==> src/rtl/block_data_memory_pkg.sv <==
// Shared definitions for the cache-facing backing data memory:
// widths, default access latency and the access FSM encoding.
package block_data_memory_pkg;

    localparam int ADDR_WIDTH      = 6;
    localparam int DATA_WIDTH      = 32;
    localparam int DEFAULT_LATENCY = 5;
    localparam int CNT_WIDTH       = 4;

    typedef enum logic [1:0] {
        IDLE = 2'b00,
        BUSY = 2'b01,
        DONE = 2'b10
    } state_t;

endpackage

==> src/rtl/mem_word_array.sv <==
// Word storage with synchronous write and a registered synchronous read port.
// Only the read register is reset; the storage keeps its contents through reset.
module mem_word_array
    import block_data_memory_pkg::*;
#(
    parameter int DEPTH = 64
) (
    input  logic                  clock,
    input  logic                  reset,
    input  logic                  write_enable,
    input  logic                  read_enable,
    input  logic [ADDR_WIDTH-1:0] address,
    input  logic [DATA_WIDTH-1:0] write_data,
    output logic [DATA_WIDTH-1:0] read_data
);

    logic [DATA_WIDTH-1:0] words [DEPTH];

    always_ff @(posedge clock) begin
        if (write_enable) begin
            words[address] <= write_data;
        end
    end

    // Read data holds its last value until another read is performed.
    always_ff @(posedge clock or posedge reset) begin
        if (reset) begin
            read_data <= '0;
        end else if (read_enable) begin
            read_data <= words[address];
        end
    end

endmodule

==> src/rtl/block_data_memory.sv <==
// Block read / write-back responder for the data cache. Requests are captured on
// entry, held for LATENCY cycles, then performed; busywait covers the whole access.
module block_data_memory
    import block_data_memory_pkg::*;
#(
    parameter int DEPTH   = 64,
    parameter int LATENCY = DEFAULT_LATENCY
) (
    input  logic                  clock,
    input  logic                  reset,
    input  logic                  mem_read,
    input  logic                  mem_write,
    input  logic [ADDR_WIDTH-1:0] mem_address,
    input  logic [DATA_WIDTH-1:0] mem_writedata,
    output logic [DATA_WIDTH-1:0] mem_readdata,
    output logic                  mem_busywait
);

    localparam logic [CNT_WIDTH-1:0] LAT_LOAD = CNT_WIDTH'(LATENCY - 1);

    state_t                state;
    state_t                next_state;
    logic [CNT_WIDTH-1:0]  lat_cnt;
    logic [ADDR_WIDTH-1:0] addr_q;
    logic [DATA_WIDTH-1:0] data_q;
    logic                  write_q;
    logic                  request;
    logic                  access_now;
    logic                  busy_raw;

    assign request    = mem_read | mem_write;
    assign access_now = (state == BUSY) && (lat_cnt == '0);

    always_ff @(posedge clock or posedge reset) begin
        if (reset) begin
            state <= IDLE;
        end else begin
            state <= next_state;
        end
    end

    // Operands are frozen at capture so requester changes mid-access are ignored.
    // A simultaneous read and write is captured as a write.
    always_ff @(posedge clock or posedge reset) begin
        if (reset) begin
            lat_cnt <= '0;
            addr_q  <= '0;
            data_q  <= '0;
            write_q <= 1'b0;
        end else if (state == IDLE && request) begin
            lat_cnt <= LAT_LOAD;
            addr_q  <= mem_address;
            data_q  <= mem_writedata;
            write_q <= mem_write;
        end else if (state == BUSY && lat_cnt != '0) begin
            lat_cnt <= lat_cnt - CNT_WIDTH'(1);
        end
    end

    always_comb begin
        next_state = state;
        busy_raw   = 1'b0;
        case (state)
            IDLE: begin
                busy_raw = request;
                if (request) begin
                    next_state = BUSY;
                end
            end
            BUSY: begin
                busy_raw = 1'b1;
                if (lat_cnt == '0) begin
                    next_state = DONE;
                end
            end
            DONE: begin
                next_state = IDLE;
            end
            default: begin
                next_state = IDLE;
            end
        endcase
    end

    // The requester must never see a stall while the memory is held in reset.
    assign mem_busywait = busy_raw & ~reset;

    mem_word_array #(
        .DEPTH(DEPTH)
    ) u_array (
        .clock        (clock),
        .reset        (reset),
        .write_enable (access_now & write_q),
        .read_enable  (access_now & ~write_q),
        .address      (addr_q),
        .write_data   (data_q),
        .read_data    (mem_readdata)
    );

endmodule
==> config.mk <==
export PLATFORM = sky130hd
export DESIGN_NAME = block_data_memory
export DESIGN_NICKNAME = d
export VERILOG_FILES = /design/src/rtl/block_data_memory_pkg.sv /design/src/rtl/mem_word_array.sv /design/src/rtl/block_data_memory.sv
export SDC_FILE = /design/constraint.sdc
export NUM_CORES = 2
export LEC_CHECK = 0
export CAP_MARGIN = 5
export CORE_MARGIN = 2
export CORE_UTILIZATION = 50
export CTS_BUF_LIST = sky130_fd_sc_hd__clkbuf_8 sky130_fd_sc_hd__clkbuf_16
export DETAILED_ROUTE_END_ITERATION = 8
export PLACE_DENSITY = 0.69
export SYNTH_ARGS = -nofsm -noshare
export SYNTH_HDL_FRONTEND = slang
export SYNTH_HIERARCHICAL = 1
export SYNTH_SLANG_ARGS = --single-unit
==> constraint.sdc <==
create_clock -name clock -period 9.6 [get_ports clock]
set_clock_uncertainty 0.1 [all_clocks]
set_input_delay 2.4 -clock clock [delete_from_list [all_inputs] [get_ports clock]]
set_output_delay 2.4 -clock clock [all_outputs]
set_load 0.03 [all_outputs]
Yosys cells after proc, flatten, opt, wreduce, memory -nomap -nowiden
Memory sizes are Yosys's and may differ from the RTL's. A register that Yosys moved wholly into a read port is not among the register bits.
Index checks and enable logic that the tools add are counted.
{"block": "totals", "word_cells": 32, "input_bits": 42, "ramBits": 2048, "ff_bits": 45, "out_inout_bits": 33, "memories": 1}
{"memory": "u_array.words", "words": 64, "word_bits": 32, "read_ports": 1, "rd_clocked_by_memory_dff": 1, "write_ports": 1, "line_no": "mem_word_array.sv:17", "source": "logic [DATA_WIDTH-1:0] words [DEPTH];"}
{"block": "classes", "eq_ne": 3, "muxes": 8, "bitwise": 6, "addsub": 1, "reduce_logical": 8}
{"op": "4-bit 2-to-1 mux", "count": 2}
{"op": "4-bit logical NOT", "count": 1}
{"op": "2-bit 2-to-1 mux", "count": 2}
{"op": "2-bit case mux with 2 select lines", "count": 1}
{"op": "4-bit nonzero test", "count": 1}
{"op": "4-bit by 1-bit subtractor with 4-bit output, second input constant", "count": 1}
{"op": "1-bit bitwise AND", "count": 3}
{"op": "1-bit logical AND", "count": 3}
{"op": "2-bit by 1-bit == test with 1-bit output, second input constant", "count": 1}
{"op": "2-bit logical NOT", "count": 1}
{"op": "1-bit 2-to-1 mux", "count": 2}
{"op": "2-bit by 1-bit inequality test with 1-bit output, second input constant", "count": 1}
{"op": "2-bit inequality test, second input constant", "count": 1}
{"op": "1-bit NOT", "count": 2}
{"op": "1-bit case mux with 2 select lines", "count": 1}
{"op": "2-bit AND reduction", "count": 1}
{"op": "2-bit nonzero test", "count": 1}
{"op": "1-bit bitwise OR", "count": 1}

Longest topological paths before layout
{"block": "logic_depth", "word_depth": 5, "depth_mapped": 12, "ltp_nobuf": 9}

By module
Netlist, hierarchy kept.
{"module": "mem_word_array", "seq_area_each_um2": 62299.8, "instances": 1, "area_per_inst_um2": 79839.1, "cells_each": 4185}
{"module": "block_data_memory", "seq_area_each_um2": 1126.1, "instances": 1, "area_per_inst_um2": 1969.4, "cells_each": 119}

Worst setup path after synthesis
No wires, ideal clock.
{"block": "synth_timing", "path_type": "input-to-output", "start": "input mem_write", "end": "output mem_busywait", "path_buffers": 0, "t_arrival_ns": 3.087, "path_stages": 2, "required_time_ns": 7.100, "slack_ns": 4.013, "cell_sequence": "nor3_1 nor3_1"}
{"block": "synth_between", "elab_chain_cells": 3}
{"element": "start, declared", "line_no": "block_data_memory.sv:12", "source": "input logic mem_write,"}
{"element": "1-bit bitwise OR", "line_no": "block_data_memory.sv:31", "source": "assign request = mem_read | mem_write;"}
{"element": "1-bit case mux with 2 select lines", "line_no": "block_data_memory.sv:63", "source": "case (state)"}
{"element": "1-bit bitwise AND", "line_no": "block_data_memory.sv:86", "source": "assign mem_busywait = busy_raw & ~reset;"}
{"element": "end, declared", "line_no": "block_data_memory.sv:16", "source": "output logic mem_busywait"}
No other way between the ends.

Final worst setup path
Same ends and word-level chain as after synthesis.

==> metrics.cfg <==
[run_status]
outcome = finished, final reports clean

[timing]
fmax_mhz = 158.4
final.min_clock_period_ps = 6313
relSlewSlack_pct = 11.80
finalHoldViolations = 0
setup_viol = 0
fin_tns_setup_ps = 0
grt_setup_unrepaired = no
worst_slew_pin_slew_ps = 1315
drv_slew = 0
final.period_utilization_pct = 65.76

[logic_synthesis]
synth_nets = 4347
synth.top_cells.by_area = edfxtp_1 75%, mux4_2 4.3%, mux2i_1 2.8%
synth_seq_cells = 2125
ys_seq_area_share_pct = 77.53
ys_warn_count = 6
async_reset_ff_share_pct = 3.624
yosys-top-cells-count = 2048 x edfxtp_1, 232 x mux2i_1, 204 x a221oi_1, 177 x nor2_1, 159 x mux2_2
synthesis.area_um2 = 81810
postSynthCellCount = 4304
synth.most_common_cell = edfxtp_1
synth_edf_count = 2048
ys.flop_type = edfxtp_1
synth_top_area_cell = edfxtp_1
synth.avg_cell_area_um2 = 19.01
ys_types = 73
yosys.area.top_type_share_pct = 75.17

[global_route]
grt_use_met3_pct = 8.055
antenna_found_initial = 15
use_met2_pct = 44.27
grt_usage_pct = 29.89
first_global_vias = 44760
overflow = 0
top_usage_layer = met2
grt_max_degree = 97
gr-usage-met1_pct = 40.47
grt_pass1_wl_um = 348700

[worst_setup_path]
start_kind = input port
path_class = input port to primary output
endpoint_kind = primary output
required_ps = 7100
crit_path_max_fanout = 3
arrival_ps = 3810

[routing]
routedWlPerCell_um = 37.04
ant_nets = 0
vias_per_cell = 6.852
route.vias.total = 46850
drc = 0
drtPass1Iterations = 6
drt-total-wl_um = 253200
drtIter0Drc = 8234

[die]
fp-row-count = 148
initial_core_util_pct = 50.32
coreArea_um2 = 162600
io_pins = 75
die_height_um = 408.5
die_width_um = 408.5
dieArea_um2 = 166900

[layout]
multi_input_area_um2 = 17230
seqCellArea_um2 = 63480
layout-drive-gt1-share_pct = 21.39
nets = 4528
synthToLayoutAreaGrowth_pct = 13.20
final_cells = 6837
n_fill_cell = 12070

[clock_tree]
cts_tree = yes
clock_sinks = 2125
clk_pin_slew_ps = 60
cts_max_level = 4
clockRootBuffer = clkbuf_16
holdBufCountCts = 0
ctsLongestPathBuffers = 3
numCtsBuffers = 206
clock_latency_ps = 860
ctsResizeCount = 0
post_cts_buffers = 0

[placement]
io_buffer_count = 74
hpwl_um = 140000
post-place-cells = 6451
globalplace.congestion = 0.9094

[worst_hold_path]
hold_class = flip-flop to flip-flop

[run]
maxCapViolCount = 0

[power_and_ir_drop]
ir_worst_vdd_mv = 0.2320
p_leak_nw = 29.71
powerDensity_nw_per_um2 = 327.7

registers in the layout, indices dropped and copies added, names as in the netlist:
name               cells
data_q                32
write_q                1
state                  2
u_array/words       2048
u_array/read_data     32
addr_q                 6
lat_cnt                4
per-stage QoR:
step / utilization, % / instance area, µm² / total power [mW] / setup slack, ps / hold WS, ps
global route: 56.96 / 92600 / 30.94 / 3181 / 413.3
floorplan: - / 81810 / 17.82 / 4013 / 380.8
detailed placement: 52.70 / 85680 / 21.94 / 3291 / 390.6
global placement: 52.70 / 85680 / 21.76 / 3267 / 386.4
finish: 56.96 / 92600 / 30.34 / 3287 / 406.8
CTS: 56.95 / 92590 / 30.07 / 3281 / 406.7
cell usage in the layout, fill, tap and decap left out, types with 29 or more instances in the layout:
cell type,synthesis,routed
a21oi_1,121,121
a221o_1,38,38
a221oi_1,204,204
a22o_1,33,33
a22oi_1,148,148
buf_4,39,181
clkbuf_16,0,207
clkdlybuf4s50_1,0,74
clkinv_1,0,50
clkinv_2,0,46
dfrtp_1,77,42
dfrtp_2,0,32
edfxtp_1,2048,2048
inv_1,8,29
mux2_2,159,159
mux2_4,37,37
mux2i_1,232,232
mux4_2,156,156
nand2_1,101,100
nand3_1,31,30
nor2_1,177,107
nor2_4,0,67
o21ai_0,116,116
o22ai_1,93,93
final timing paths:
kind,startpoint,to,slack (ps),cells after the start
max,mem_write,mem_busywait,3290,4
min,data_q[5]$_DFFE_PP0N_,u_array/words[36][5]$_DFFE_PP_,410,0
max reg2reg,addr_q[2]$_DFFE_PP0N_,u_array/read_data[23]$_DFFE_PP0P_,4740,8
min reg2reg,data_q[5]$_DFFE_PP0N_,u_array/words[36][5]$_DFFE_PP_,410,0
max in group asynchronous,reset,addr_q[2]$_DFFE_PP0N_,6430,2
min in group asynchronous,reset,u_array/read_data[28]$_DFFE_PP0P_,2120,3
power by group:
| group | total [mW] | leakage [nW] | switching (mW) | internal (mW) |
|---|---|---|---|---|
| Sequential | 12.4 | 19.3 | 0.600 | 11.8 |
| Clock | 8.25 | 3.51 | 3.50 | 4.75 |
| Combinational | 9.73 | 6.94 | 6.87 | 2.86 |
| Total | 30.3 | 29.7 | 11.0 | 19.4 |
worst max-delay path, stage by stage:
cell	delay, ps
clkdlybuf4s50_1	510
nor3_1	80
nor3_1	130
clkdlybuf4s50_1	690
cell type report:
class                   count  share of cell area [%]
flip-flops and latches   2125                   68.55
repair buffers            261                   2.397
multi-input cells        1882                   18.61
diodes                      1                0.002702
clock buffers             216                   5.727
well taps                2175                   2.939
clock inverters           168                   1.736
inverters                   9                 0.04459
kinds of logic (layout without fill, tap and decap cells):
kind of cell             count (synthesis)  in the layout  share of synthesized area, %
flip-flops                            2125           2125                         77.53
AO/OA/AOI/OAI                          903            903                         8.114
multiplexers                           589            589                         10.07
AND/OR/NAND/NOR                        389            389                         2.115
buffers and inverters                  297            654                         2.156
adder cells (fa/ha/maj)                  1              1                       0.01529
other                                    0              1                             0
metal layers:
metal / vias to the layer above / wire length (µm) / part of all wire, %
li1: 18210 / - / -
met1: 24060 / 89810 / 35
met2: 3820 / 112300 / 44
met3: 742 / 34970 / 14
met4: 12 / 16030 / 6.3
met5: - / 78 / 0.031
(Power assumes the default switching activity.)
